<file path="src/rtl/fft_pkg.sv">
// Shared types for the FFT4 output path: complex sample, four-sample group, read FSM states.
package fft_pkg;

    localparam int unsigned DATA_W    = 27;
    localparam int unsigned IDX_W     = 11;
    localparam int unsigned GRP_DEPTH = 4;
    localparam int unsigned PTR_W     = $clog2(GRP_DEPTH);

    typedef struct packed {
        logic signed [DATA_W-1:0] r;
        logic signed [DATA_W-1:0] i;
    } cplx_t;

    typedef struct packed {
        cplx_t [3:0]       s;
        logic [IDX_W-1:0]  idx;
    } grp4_t;

    typedef enum logic {
        StIdle,
        StSerial
    } ser_state_e;

endpackage

</file>
<file path="src/rtl/grp_fifo.sv">
// Synchronous FIFO of four-sample groups; exposes the head and the entry behind it.
module grp_fifo
    import fft_pkg::*;
#(
    parameter int unsigned DEPTH = GRP_DEPTH
) (
    input  logic                     clk,
    input  logic                     rst_n,
    input  logic                     push,
    input  grp4_t                    push_data,
    input  logic                     pop,
    output grp4_t                    head,
    output grp4_t                    head_next,
    output logic [$clog2(DEPTH):0]   level,
    output logic                     full
);

    localparam int unsigned PtrW = $clog2(DEPTH);
    localparam int unsigned LvlW = PtrW + 1;

    grp4_t            mem [DEPTH];
    logic [PtrW-1:0]  wr_ptr_q, rd_ptr_q;
    logic [LvlW-1:0]  level_q, level_d;
    logic             do_push, do_pop;

    assign full    = (level_q == LvlW'(DEPTH));
    assign do_pop  = pop && (level_q != '0);
    // A pop in the same cycle frees a slot, so a full FIFO still accepts.
    assign do_push = push && (!full || do_pop);

    always_comb begin
        level_d = level_q;
        case ({do_push, do_pop})
            2'b10:   level_d = level_q + LvlW'(1);
            2'b01:   level_d = level_q - LvlW'(1);
            default: level_d = level_q;
        endcase
    end

    always_ff @(posedge clk or negedge rst_n) begin
        if (!rst_n) begin
            wr_ptr_q <= '0;
            rd_ptr_q <= '0;
            level_q  <= '0;
        end else begin
            if (do_push) wr_ptr_q <= wr_ptr_q + PtrW'(1);
            if (do_pop)  rd_ptr_q <= rd_ptr_q + PtrW'(1);
            level_q <= level_d;
        end
    end

    always_ff @(posedge clk) begin
        if (do_push) mem[wr_ptr_q] <= push_data;
    end

    assign head      = mem[rd_ptr_q];
    assign head_next = mem[rd_ptr_q + PtrW'(1)];
    assign level     = level_q;

endmodule

</file>
<file path="src/rtl/fft4_group_serializer.sv">
// Buffers FFT4 result groups and streams them out one complex sample per cycle.
module fft4_group_serializer
    import fft_pkg::*;
#(
    parameter int unsigned DATA_WIDTH = DATA_W,
    parameter int unsigned IDX_WIDTH  = IDX_W,
    parameter int unsigned DEPTH      = GRP_DEPTH
) (
    input  logic                    clk,
    input  logic                    rst_n,
    input  logic                    in_valid,
    input  logic [IDX_WIDTH-1:0]    in_index,
    input  logic [DATA_WIDTH-1:0]   in0_r,
    input  logic [DATA_WIDTH-1:0]   in0_i,
    input  logic [DATA_WIDTH-1:0]   in1_r,
    input  logic [DATA_WIDTH-1:0]   in1_i,
    input  logic [DATA_WIDTH-1:0]   in2_r,
    input  logic [DATA_WIDTH-1:0]   in2_i,
    input  logic [DATA_WIDTH-1:0]   in3_r,
    input  logic [DATA_WIDTH-1:0]   in3_i,
    input  logic                    out_ready,
    input  logic                    clr_ovf,
    output logic                    out_valid,
    output logic [DATA_WIDTH-1:0]   out_r,
    output logic [DATA_WIDTH-1:0]   out_i,
    output logic [IDX_WIDTH+1:0]    out_index,
    output logic                    full,
    output logic                    overflow,
    output logic [$clog2(DEPTH):0]  level
);

    localparam int unsigned LvlW = $clog2(DEPTH) + 1;

    grp4_t                  grp_in, head, head_next, src;
    ser_state_e             state_q, state_d;
    logic [1:0]             k_q, k_d;
    logic [DATA_WIDTH-1:0]  out_r_d, out_i_d;
    logic [IDX_WIDTH+1:0]   out_index_d;
    logic                   overflow_d;
    logic                   pop, drop, load;

    always_comb begin
        grp_in.s[0].r = in0_r;
        grp_in.s[0].i = in0_i;
        grp_in.s[1].r = in1_r;
        grp_in.s[1].i = in1_i;
        grp_in.s[2].r = in2_r;
        grp_in.s[2].i = in2_i;
        grp_in.s[3].r = in3_r;
        grp_in.s[3].i = in3_i;
        grp_in.idx    = in_index;
    end

    assign pop  = (state_q == StSerial) && out_ready && (k_q == 2'd3);
    assign drop = in_valid && full && !pop;

    grp_fifo #(
        .DEPTH (DEPTH)
    ) u_fifo (
        .clk       (clk),
        .rst_n     (rst_n),
        .push      (in_valid),
        .push_data (grp_in),
        .pop       (pop),
        .head      (head),
        .head_next (head_next),
        .level     (level),
        .full      (full)
    );

    always_comb begin
        state_d     = state_q;
        k_d         = k_q;
        src         = head;
        load        = 1'b0;
        out_r_d     = out_r;
        out_i_d     = out_i;
        out_index_d = out_index;
        unique case (state_q)
            StIdle: begin
                if (level != '0) begin
                    state_d = StSerial;
                    k_d     = 2'd0;
                    load    = 1'b1;
                end
            end
            StSerial: begin
                if (out_ready) begin
                    if (k_q != 2'd3) begin
                        k_d  = k_q + 2'd1;
                        load = 1'b1;
                    end else begin
                        k_d = 2'd0;
                        // Head is being popped; the entry behind it follows without a bubble.
                        if (level > LvlW'(1)) begin
                            src  = head_next;
                            load = 1'b1;
                        end else begin
                            state_d = StIdle;
                        end
                    end
                end
            end
            default: state_d = StIdle;
        endcase
        if (load) begin
            out_r_d     = src.s[k_d].r;
            out_i_d     = src.s[k_d].i;
            out_index_d = {src.idx, k_d};
        end
    end

    always_comb begin
        overflow_d = overflow;
        if (drop)         overflow_d = 1'b1;
        else if (clr_ovf) overflow_d = 1'b0;
    end

    always_ff @(posedge clk or negedge rst_n) begin
        if (!rst_n) begin
            state_q   <= StIdle;
            k_q       <= 2'd0;
            out_r     <= '0;
            out_i     <= '0;
            out_index <= '0;
            overflow  <= 1'b0;
        end else begin
            state_q   <= state_d;
            k_q       <= k_d;
            out_r     <= out_r_d;
            out_i     <= out_i_d;
            out_index <= out_index_d;
            overflow  <= overflow_d;
        end
    end

    assign out_valid = (state_q == StSerial);

endmodule

</file>
<file path="config.mk">
export PLATFORM = sky130hd
export DESIGN_NAME = fft4_group_serializer
export DESIGN_NICKNAME = d
export VERILOG_FILES = /design/src/rtl/fft_pkg.sv /design/src/rtl/grp_fifo.sv /design/src/rtl/fft4_group_serializer.sv
export SDC_FILE = /design/constraint.sdc
export NUM_CORES = 1
export LEC_CHECK = 0
export CAP_MARGIN = 10
export CORE_UTILIZATION = 30
export CTS_CLUSTER_DIAMETER = 150
export CTS_CLUSTER_SIZE = 25
export DETAILED_ROUTE_END_ITERATION = 6
export MAX_ROUTING_LAYER = met4
export PLACE_DENSITY = 0.52
export SLEW_MARGIN = 20
export SYNTH_ARGS = -nofsm -noshare
export SYNTH_HDL_FRONTEND = slang
export SYNTH_HIERARCHICAL = 1
export SYNTH_SLANG_ARGS = --single-unit
</file>
<file path="constraint.sdc">
create_clock -name clk -period 4.3 [get_ports clk]
set_input_delay 0.86 -clock clk [delete_from_list [all_inputs] [get_ports clk]]
set_output_delay 0.86 -clock clk [all_outputs]
set_load 0.02 [all_outputs]
</file>
Word level (Yosys, flattened, before mapping)
Memories as Yosys holds them, arrays and structs flattened. Index checks and enable logic that the tools add are counted.

Register bits: 78. Bits in writable memories: 908. Output and inout port bits: 73. Logic and storage cells: 57. Memories kept: 1.

Memory list: u_fifo.mem (words 4, width 227, read ports 2, clocked after Yosys merged registers in 0, wr ports 1, line grp_fifo.sv:21) `grp4_t mem [DEPTH];`.

Add/sub/neg operators: 5. Magnitude comparators: 2. Eq/ne operators: 5. Muxes and demuxes: 22. Bitwise gates (word level): 1. Reductions and logical operators: 12.

Operator list (count): two-way mux 227 bit (4); binary-select mux 54 bit (select 2 bit) (1); two-way mux 54 bit (1); two-way mux 1 bit (9); adder 2 x 1 -> 2 bit, second input constant (3); logical AND 1 bit (6); two-way mux 2 bit (3); case mux 3 bit (2 select lines) (1); == test 2 bit, second input constant (2); case mux 1 bit (2 select lines) (2); case mux 2 bit (2 select lines) (1); nonzero test 2 bit (2); adder 3 x 1 -> 3 bit, second input constant (1); == test 3 bit, second input constant (1); greater-than comparator 3 x 1 -> 1 bit, second input constant (1); less-than comparator 2 x 3 -> 1 bit, second input constant (1); nonzero test 3 bit (1); subtractor 3 x 1 -> 3 bit, second input constant (1); == test 2 x 1 -> 1 bit, second input constant (1); zero test 1 bit (2); inequality test 2 bit, second input constant (1); logical OR 1 bit (1); NOT 1 bit (1).

Depth between registers and ports, before layout
Gate-level depths: netlist of the first run. An unclocked memory read counts as a cell.

Depth after elaboration: 8. Gate-level depth with buffers: 10. Depth with buffers taken out: 8.

Modules after synthesis
The synthesis of the first run kept the hierarchy.

Modules (own cells, without submodules): grp_fifo (instances 1, cells an instance 1514, area each 38617.0 um2); fft4_group_serializer (instances 1, cells an instance 651, area each 5703.0 um2).

Worst setup path before layout of the first run
No wires, ideal clock.

Path kind: input to register. Start point: in out_ready. End point: mem u_fifo/mem[0][0] (netlist bit), enable pin. Library setup time: 492 ps. Data arrival time: 4021 ps. Setup slack: -212 ps. Stages: 4. Buffers on the path: 1. Cells stage by stage: and3_1 -> buf_4 -> o21a_4 -> and2_2.

Cells in the longest elaborated chain, start to end: 7.

RTL lines: from (decl) (line fft4_group_serializer.sv:21) `input logic out_ready,`; logical AND 1 bit (2 in a row) (line fft4_group_serializer.sv:54) `assign pop = (state_q == StSerial) && out_ready && (k_q == 2'd3);`; via pop (line fft4_group_serializer.sv:40) `logic pop, drop, load;`; logical AND 1 bit (line grp_fifo.sv:27) `assign do_pop = pop && (level_q != '0);`; logical OR 1 bit (line grp_fifo.sv:29) `assign do_push = push && (!full || do_pop);`; logical AND 1 bit (line grp_fifo.sv:29); two-way mux 1 bit (line grp_fifo.sv:53) `if (do_push) mem[wr_ptr_q] <= push_data;`; two-way mux 1 bit (not written as such) (line grp_fifo.sv:53); to (decl) (line grp_fifo.sv:21).

The timed path passes the listed nets, and every way through them passes these cells.

Worst setup path after layout of the first run
Start point: reg u_fifo.level_q[2] (netlist: u_fifo/level[2]). End point: out full.

Cells in the longest elaborated chain, start to end: 1.

RTL lines: from (decl) (line grp_fifo.sv:23) `logic [LvlW-1:0] level_q, level_d;`; from (signal assigned) (line grp_fifo.sv:48) `level_q <= level_d;`; == test 3 bit (line grp_fifo.sv:26) `assign full = (level_q == LvlW'(DEPTH));`; to (decl) (line fft4_group_serializer.sv:27) `output logic full,`.

No other way between the ends.

==> results of run 1 <==
[critical path, cell delays in order, from the launching register on]
cell and delay, ps:
dfrtp_1 700, or3b_1 440, inv_1 150, clkdlybuf4s50_1 630
[metal layers]
layer / vias up / track usage (%)
li1: 9917 / -
met1: 12760 / 21.03
met2: 634 / 28.35
met3: 122 / 3.049
met4: 0 / 2.698
met5: - / -
[through the flow]
step / hold WS [ps] / power [mW] / cell area [sq um] / utilization, % / setup TNS [ps]
4_1_cts: 225.3 / 34.02 / 51530 / 35.27 / 0
6_report: 247.2 / 33.40 / 51600 / 35.32 / 0
2_1_floorplan: 495.1 / 24.25 / 44320 / - / -192810
5_1_grt: 245.3 / 35.24 / 51590 / 35.31 / 0
3_5_place_dp: 474.8 / 28.97 / 50240 / 34.39 / 0
3_3_place_gp: 460.9 / 28.61 / 50220 / 34.38 / 0
[synth_stat cells, types with 2 or more instances]
cell	instances	area (sq um)
mux2i_1	120	1201
dfrtp_1	78	1952
nand2_1	144	540.5
xnor2_1	3	26.28
o22ai_1	55	344.1
and2_2	4	30.03
mux4_2	454	10220
o21ai_0	12	60.06
buf_4	60	450.4
nor2_1	6	22.52
edfxtp_1	908	27270
nand3_1	4	20.02
buf_2	61	305.3
ha_1	5	62.56
a2111o_1	54	608.1
xor2_1	3	26.28
a21oi_1	66	330.3
o32ai_1	3	26.28
nand2b_1	2	12.51
clkbuf_1	39	146.4
inv_1	8	30.03
o21ai_1	2	10.01
and3_1	2	12.51
nor3_1	2	10.01
a22o_1	44	385.4
buf_1	6	22.52
[final timing paths]
kind,endpoint,depth (start not counted)
worst max-delay path,full,3
worst min-delay path,out_index[7],1
worst max register to register,out_i[17],7
worst min register to register,out_index[5],2
max in group asynchronous,out_r[6],2
min in group clk,out_index[5],2
[flip-flops by register name, indices dropped and copies added (netlist names)]
register and count:
u_fifo/mem 908, out_i 27, out_r 27, out_index 13, u_fifo/level 3, k_q 2, u_fifo/rd_ptr_q 2, u_fifo/wr_ptr_q 2
out_valid 1, overflow 1
[report_power, final]
part | total (mW) | internal (mW) | switching (mW)
registers | 14.0 | 12.8 | 1.25
clock network | 5.03 | 2.03 | 3.00
logic | 14.3 | 7.26 | 7.06
total | 33.4 | 22.1 | 11.3
[layout make-up]
cell class,count,area [sq um],share of cell area [%]
Antenna cell,26,65.06,0.1261
Clock buffer,78,1260,2.442
Clock inverter,3,33.78,0.06547
Inverter,8,30.03,0.05820
Multi-Input combinational cell,1005,14230,27.58
Sequential cell,986,29230,56.64
Tap cell,1917,2399,4.649
Timing Repair Buffer,406,4355,8.441
[kinds of logic after synthesis]
family	count (synthesis)	synth area share [%]
multiplexers	575	25.81
AO/OA/AOI/OAI	247	4.204
buffers and inverters	174	2.154
XOR/XNOR	6	0.1186
adder cells (fa/ha/maj)	6	0.1863
flip-flops	986	65.93
AND/OR/NAND/NOR	171	1.598
==> results.json, run 1 <==
{
  "port_buffers": 304,
  "clkTransAtPathRegs_ps": 110,
  "drt_iter0_drc": 1715,
  "hold_buffers": 0,
  "tritoncts": "built",
  "mostFrequentLayoutCells": "edfxtp_1, mux4_2, clkdlybuf4s50_1",
  "place_congestion": 0.7526,
  "worstSkewPairLatency_ps": 650,
  "met3WireLength_um": 6873,
  "min_path_type": "input pin to async pin",
  "postSynthAreaPerCell_sq_um": 20.47,
  "via_per_inst": 5.291,
  "yosys_warnings": 6,
  "synth_area_sq_um": 44320,
  "layout_commonest_cell": "edfxtp_1",
  "cts_made_buffers": 45,
  "cts_max_path_buffers": 3,
  "power_leakage_nw": 17.01,
  "htree_levels": 2,
  "synthArstFlopShare_pct": 7.911,
  "place_hpwl_um": 78450,
  "num_rows": 140,
  "seq_area_frac_synth_pct": 65.93,
  "grt_pass1_wl_um": 176500,
  "place_ws_ps": 691.5,
  "synth_nets": 2403,
  "endpoint_kind": "primary output",
  "drive_gt1_share_pct": 25.14,
  "min_period_ps": 3438,
  "slew_viol_final": 0,
  "relSlewSlack_pct": 42.95,
  "ys_ff_latch": 986,
  "grt_use_total_pct": 16.67,
  "nFillCells": 13569,
  "hold_viol_final": 0,
  "tightest_slew_ps": 855.8,
  "drv_cap": 0,
  "postCtsSetupBuffers": 0,
  "final_cells": 4429,
  "cp-startpoint": "u_fifo/level[2]",
  "powerDensity_nw_per_um2": 647.4,
  "drc": 0,
  "die_area_sq_um": 149300,
  "clockRootBuffer": "clkbuf_16",
  "area_growth_pct": 16.42,
  "cp_data_required_time_ps": 3440,
  "cts.sinks": 986,
  "via_count": 23433,
  "fmax_mhz": 290.9,
  "cp_max_fo": 13,
  "wl_um": 122000,
  "syn_inst": 2165,
  "die_y_um": 386.4,
  "wl_met1_um": 50690,
  "top_layer": "met4",
  "cts_resized": 0,
  "ios": 305,
  "wl_met2_um": 62730,
  "outcome": "completed",
  "initial_core_util_pct": 30.34,
  "r2r_start": "k_q[0]",
  "grt_antenna_before_repair": 46,
  "die_w_um": 386.4,
  "wl_per_cell_um": 27.54,
  "setup_ws_ps": 861.9,
  "synth_cell_type_count": 46,
  "fin_crit_sh_pct": 79.96,
  "grt-ovfl-total": 0,
  "synth_edf_count": 908,
  "grt_pass1_vias": 25080,
  "path_class": "flop to primary output",
  "r2r_slack_ps": 1170,
  "drtAntennaViolNets": 0,
  "placedCellCount": 4322,
  "ir_drop_v": 0.0004210,
  "start_kind": "flop",
  "grt_max_degree": 60,
  "fin_skew_ps": 26.90,
  "coreArea_sq_um": 146100,
  "finalSetupViolations": 0,
  "nets": 2690,
  "rsz0062_at_grt": "false",
  "arrival_ps": 2580,
  "ys.flop_type": "edfxtp_1",
  "dr.pass1.iters": 5
}
Power figures use the tool's default switching activity.
==> run 2, diff against run 1 <==
- clock period: 4.3 -> 2.9 ns (I/O delays scaled with it)
==> run 2 against run 1 <==
  * Utilization is 0.69 points higher
  * Critical path depth unchanged
  * Worst setup slack got worse by 690 ps
  * Final cell count rose by 1.4%
  * Non-clock buffer count up 68
  * First-iteration DRC count up 1.8%
  * Global-route usage decreased by 0.45 points
  * Die area stayed put
  * Flip-flop and latch count is the same
  * Clock skew up 4.0 ps
  * Largest cell class unchanged
  * Largest power group unchanged
==> results.json, run 2 (same netlist as run 1, synthesis figures left out) <==
{
  "grt_pass1_vias": 25307,
  "place_hpwl_um": 80510,
  "place_congestion": 0.7484,
  "nets": 2758,
  "num_rows": 140,
  "rr_endpoint": "out_r[5]",
  "hold_viol_final": 0,
  "cp_data_required_time_ps": 2320,
  "outcome": "completed",
  "finish.utilization_pct": 36.01,
  "min_period_ps": 2729,
  "drtAntennaViolNets": 0,
  "clkTransAtPathRegs_ps": 110,
  "r2r_start": "u_fifo/rd_ptr_q[1]",
  "p_sw_share_pct": 33.17,
  "area_growth_pct": 18.70,
  "drc": 0,
  "via_per_inst": 5.242,
  "multi_input_comb_area_sq_um": 14230,
  "pwr-share-comb_pct": 44.7,
  "initial_core_util_pct": 30.34,
  "grt_antenna_before_repair": 31,
  "relSlewSlack_pct": 57.66,
  "fin_skew_ps": 30.93,
  "drv_cap": 0,
  "arrival_ps": 2150,
  "mostFrequentLayoutCells": "edfxtp_1, mux4_2, clkdlybuf4s50_1",
  "top_regs": "u_fifo/mem: 908 flops, out_i: 27 flops, out_r: 27 flops",
  "layout_commonest_cell": "edfxtp_1",
  "min_path_type": "input pin to async pin",
  "power_leakage_nw": 17.51,
  "wl_met2_um": 60340,
  "p_total_mw": 50.43,
  "endpoint_kind": "primary output",
  "fin_crit_sh_pct": 94.10,
  "switching_power_mw": 16.73,
  "nFillCells": 13462,
  "seq_area_sq_um": 29230,
  "fin_tns_setup_ps": 0,
  "finalSetupViolations": 0,
  "whs_ps": 455.4,
  "met3WireLength_um": 6653,
  "die_area_sq_um": 149300,
  "htree_levels": 2,
  "dr.pass1.iters": 7,
  "p_clk_share_pct": 14.7,
  "via_count": 23551,
  "port_buffers": 304,
  "ir_drop_v": 0.0005022,
  "start_kind": "flop",
  "ff2ff_path_depth": 6,
  "path_class": "flop to primary output",
  "ios": 305,
  "top_layer": "met4",
  "cp_max_fo": 9,
  "drt_iter0_drc": 1746,
  "powerDensity_nw_per_um2": 958.5,
  "tritoncts": "built",
  "coreArea_sq_um": 146100,
  "grt-ovfl-total": 0,
  "largest_reg_flops": 908,
  "tightest_slew_ps": 635.1,
  "cts_made_buffers": 45,
  "wl_um": 118400,
  "clockRootBuffer": "clkbuf_16",
  "wl_met1_um": 48950,
  "cts.sinks": 986,
  "share_seq_of_total_power_pct": 40.6,
  "slew_viol_final": 0,
  "cts_max_path_buffers": 3,
  "wl_per_cell_um": 26.36,
  "grt_use_total_pct": 16.22,
  "rsz0062_at_grt": "false",
  "grt_max_degree": 57,
  "top_register": "u_fifo/mem",
  "p_int_mw": 33.70,
  "die_w_um": 386.4,
  "r2r_slack_ps": 310,
  "fmax_mhz": 366.5,
  "drive_gt1_share_pct": 27.14,
  "worstSkewPairLatency_ps": 650,
  "grt_pass1_wl_um": 173000,
  "die_y_um": 386.4
}
==> run 2: cell types whose count changed in the layout (fill, tap and decap cells not counted), moves of 2 or more <==
cell | before | now
buf_12 | 43 | 84
diode_2 | 26 | 23
dfrtp_2 | 0 | 2
dfrtp_1 | 76 | 74
buf_4 | 58 | 85
inv_6 | 2 | 0
==> run 2: critical path, stage by stage (launching register included) <==
cell	delay, ps
dfrtp_2	540
or3b_1	430
inv_1	100
dlygate4sd2_1	420
==> run 2: how the worst max path moves through the flow <==
stage | slack [ps] | start | end | cells past startpoint
after floorplan | -140 | out_ready | u_fifo/mem[0][0] | 4
after global placement | -270 | out_ready | u_fifo/level[1] | 8
after detailed placement | -190 | out_ready | u_fifo/level[1] | 8
after CTS | 10 | u_fifo/level[1] | full | 3
after global routing | 60 | u_fifo/level[2] | full | 3
final | 170 | u_fifo/level[2] | full | 3
==> run 2: power by group through the flow <==
stage	registers (mW)	logic (mW)	clock network, mW
after global routing	20.8	24.2	8.15
final	20.5	22.5	7.42
after floorplan	20.9	14.9	0
after detailed placement	20.8	23.1	0
after global placement	20.6	22.8	0
after CTS	20.5	23.1	7.73
==> run 2: routing by layer <==
metal	global-route usage, %	up-vias
met5	-	-
li1	-	10038
met1	20.17	12723
met4	3.930	0
met3	2.857	117
met2	27.42	673
==> run 2: layout make-up <==
cell class,instances,area share [%]
multi-input combinational,1005,27.05
tap,1917,4.559
inverter,8,0.05708
clock buffer,78,2.376
sequential,986,55.56
clock inverter,2,0.07848
antenna,23,0.1094
timing repair buffer,474,10.21
==> run 2: per-stage QoR <==
stage               worst slack, ps  instance area, sq um  std cells
detailed placement           -192.7                 51250       4389
global route                  63.01                 52600       4491
global placement             -271.6                 51250       4389
floorplan                    -137.0                 44330       2165
CTS                           13.08                 52550       4470
finish                        171.2                 52610       4493
==> run 2: what timing repair did <==
| action | 4_1_cts | 5_1_grt |
|---|---|---|
| gates cloned | 0 | 0 |
| buffers inserted | 0 | 0 |
| hold endpoints to repair | 31 | 0 |
| hold buffers | 1 | 0 |
| resized for setup | 2 | 1 |
| setup endpoints to repair | 1 | 1 |
==> run 3, diff against run 2 <==
- ABC_AREA: not set -> 0
- CELL_PAD_IN_SITES_DETAIL_PLACEMENT: not set -> 1
- CELL_PAD_IN_SITES_GLOBAL_PLACEMENT: not set -> 1
- PLACE_DENSITY: 0.52 -> 0.57
==> run 3 against run 2 <==
  * Via count increased by 1.2%
  * Clock skew is 12 ps higher
  * Worst setup slack got worse by 21 ps
  * Register-to-register slack about the same
  * Sequential share of layout area down 0.14 points
  * Fmax shrank 0.75%
  * Die area is the same
  * Combinational power grew 2%
  * Worst hold slack worse by 29 ps
  * Critical path depth did not move
  * Critical endpoint unchanged
==> results.json, run 3 (same netlist as run 1, synthesis figures left out) <==
{
  "critPathBufInv": 2,
  "mostFrequentLayoutCells": "edfxtp_1, mux4_2, clkdlybuf4s50_1",
  "endpoint_kind": "primary output",
  "worstSkewPairLatency_ps": 670,
  "fin_skew_ps": 43.32,
  "htree_levels": 2,
  "grt-ovfl-total": 0,
  "rr_endpoint": "u_fifo/level[1]",
  "die_w_um": 386.4,
  "grt_antenna_before_repair": 47,
  "relSlewSlack_pct": 62.37,
  "num_rows": 140,
  "drt_iter0_drc": 1809,
  "place_ws_ps": -229.1,
  "start_kind": "flop",
  "tightest_slew_ps": 564.4,
  "cts_max_path_buffers": 3,
  "cts_made_buffers": 45,
  "rsz0062_at_grt": "false",
  "r2r_start": "k_q[1]",
  "fin_crit_sh_pct": 94.80,
  "grt_pass1_vias": 25774,
  "ios": 305,
  "cts.sinks": 986,
  "via_per_inst": 5.306,
  "setup_ws_ps": 150.7,
  "place_hpwl_um": 84980,
  "slowest_stage": "dfrtp_1",
  "min_period_ps": 2749,
  "fmax_mhz": 363.7,
  "arrival_ps": 2170,
  "critPathTopFamily": "flip-flops",
  "ir_drop_v": 0.0004273,
  "crit_chain": "or3b_1, inv_1, clkdlybuf4s15_1",
  "grt_use_total_pct": 17.21,
  "grt_max_degree": 59,
  "dr.pass1.iters": 5,
  "r2r_slack_ps": 300,
  "power_leakage_nw": 17.51,
  "clockRootBuffer": "clkbuf_16",
  "via_count": 23833,
  "cp_data_required_time_ps": 2320,
  "ff2ff_path_depth": 8,
  "area_growth_pct": 19.00,
  "port_buffers": 304,
  "coreArea_sq_um": 146100,
  "whs_ps": 426.8,
  "slew_viol_final": 0,
  "die_y_um": 386.4,
  "cp_max_fo": 8,
  "top_register": "u_fifo/mem",
  "path_class": "flop to primary output",
  "clkTransAtPathRegs_ps": 110,
  "wl_um": 126000,
  "grt_pass1_wl_um": 181700,
  "layout_commonest_cell": "edfxtp_1",
  "min_path_type": "input pin to async pin",
  "wl_per_cell_um": 28.05,
  "top_regs": "u_fifo/mem: 908 flops, out_i: 27 flops, out_r: 27 flops",
  "largest_reg_flops": 908,
  "max_stage_delay_ps": 530,
  "die_area_sq_um": 149300,
  "hold_viol_final": 0,
  "drtAntennaViolNets": 0,
  "nets": 2745,
  "place_congestion": 0.7532,
  "nFillCells": 14317,
  "finalSetupViolations": 0,
  "drv_cap": 0,
  "cp-startpoint": "u_fifo/level[1]",
  "outcome": "completed",
  "drive_gt1_share_pct": 26.84,
  "drc": 0,
  "tritoncts": "built",
  "powerDensity_nw_per_um2": 969.7,
  "initial_core_util_pct": 30.34
}
[run 3: cell types whose count changed in the layout (fill, tap and decap cells not counted), sizes merged]
| cell | previous run | this run |
|---|---|---|
| clkbuf | 78 | 77 |
| clkdlybuf4s15 | 0 | 1 |
| diode | 23 | 34 |
| buf | 170 | 157 |
| dlygate4sd2 | 1 | 0 |
| inv | 9 | 10 |
| clkinv | 0 | 1 |
[run 3: layout make-up]
type	count	area [sq um]	area share [%]
Tap cell	1917	2399	4.548
Clock inverter	4	77.57	0.1471
Inverter	8	30.03	0.05694
Sequential cell	986	29230	55.42
Antenna cell	34	85.08	0.1613
Clock buffer	77	1267	2.403
Timing Repair Buffer	461	5423	10.28
Multi-Input combinational cell	1005	14230	26.98
[run 3: per-stage QoR]
step                TNS [ps]  power (mW)  area, sq um  cells  util [%]
floorplan            -124370       35.79        44330   2165         -
global placement      -457.4       43.55        51300   4376     35.11
detailed placement    -935.3       44.36        51300   4376     35.11
CTS                        0       52.05        52650   4458     36.04
global route               0       53.83        52730   4490     36.10
finish                     0       51.14        52740   4492     36.10
[run 3: what timing repair did]
action | in CTS | in global routing
hold buffers | 1 | 0
endpoints found under the setup margin | 1 | 1
endpoints found under the hold margin | 20 | 0
buffers inserted | 0 | 0
gates resized for setup | 2 | 1
[run 3: worst max-delay path by stage]
stage               cells past startpoint                to  slack, ps
finish                                  3              full        150
global route                            3              full         20
detailed placement                      8   u_fifo/level[1]       -230
CTS                                     3              full         50
floorplan                               4  u_fifo/mem[0][0]       -140
global placement                        8   u_fifo/level[1]       -260
[run 3: per-layer routing]
layer	vias up	GRT usage, %	share of wire, %
li1	10030	-	-
met1	13026	21.27	42
met2	632	28.54	51
met3	145	4.018	5.9
met4	0	4.039	2.0
met5	-	-	0
[run 3: power breakdown]
part / internal [mW] / switching, mW / leakage, nW
logic: 11.8 / 11.1 / 7.61
clock network: 3.14 / 4.54 / 0.641
registers: 19.0 / 1.62 / 9.27
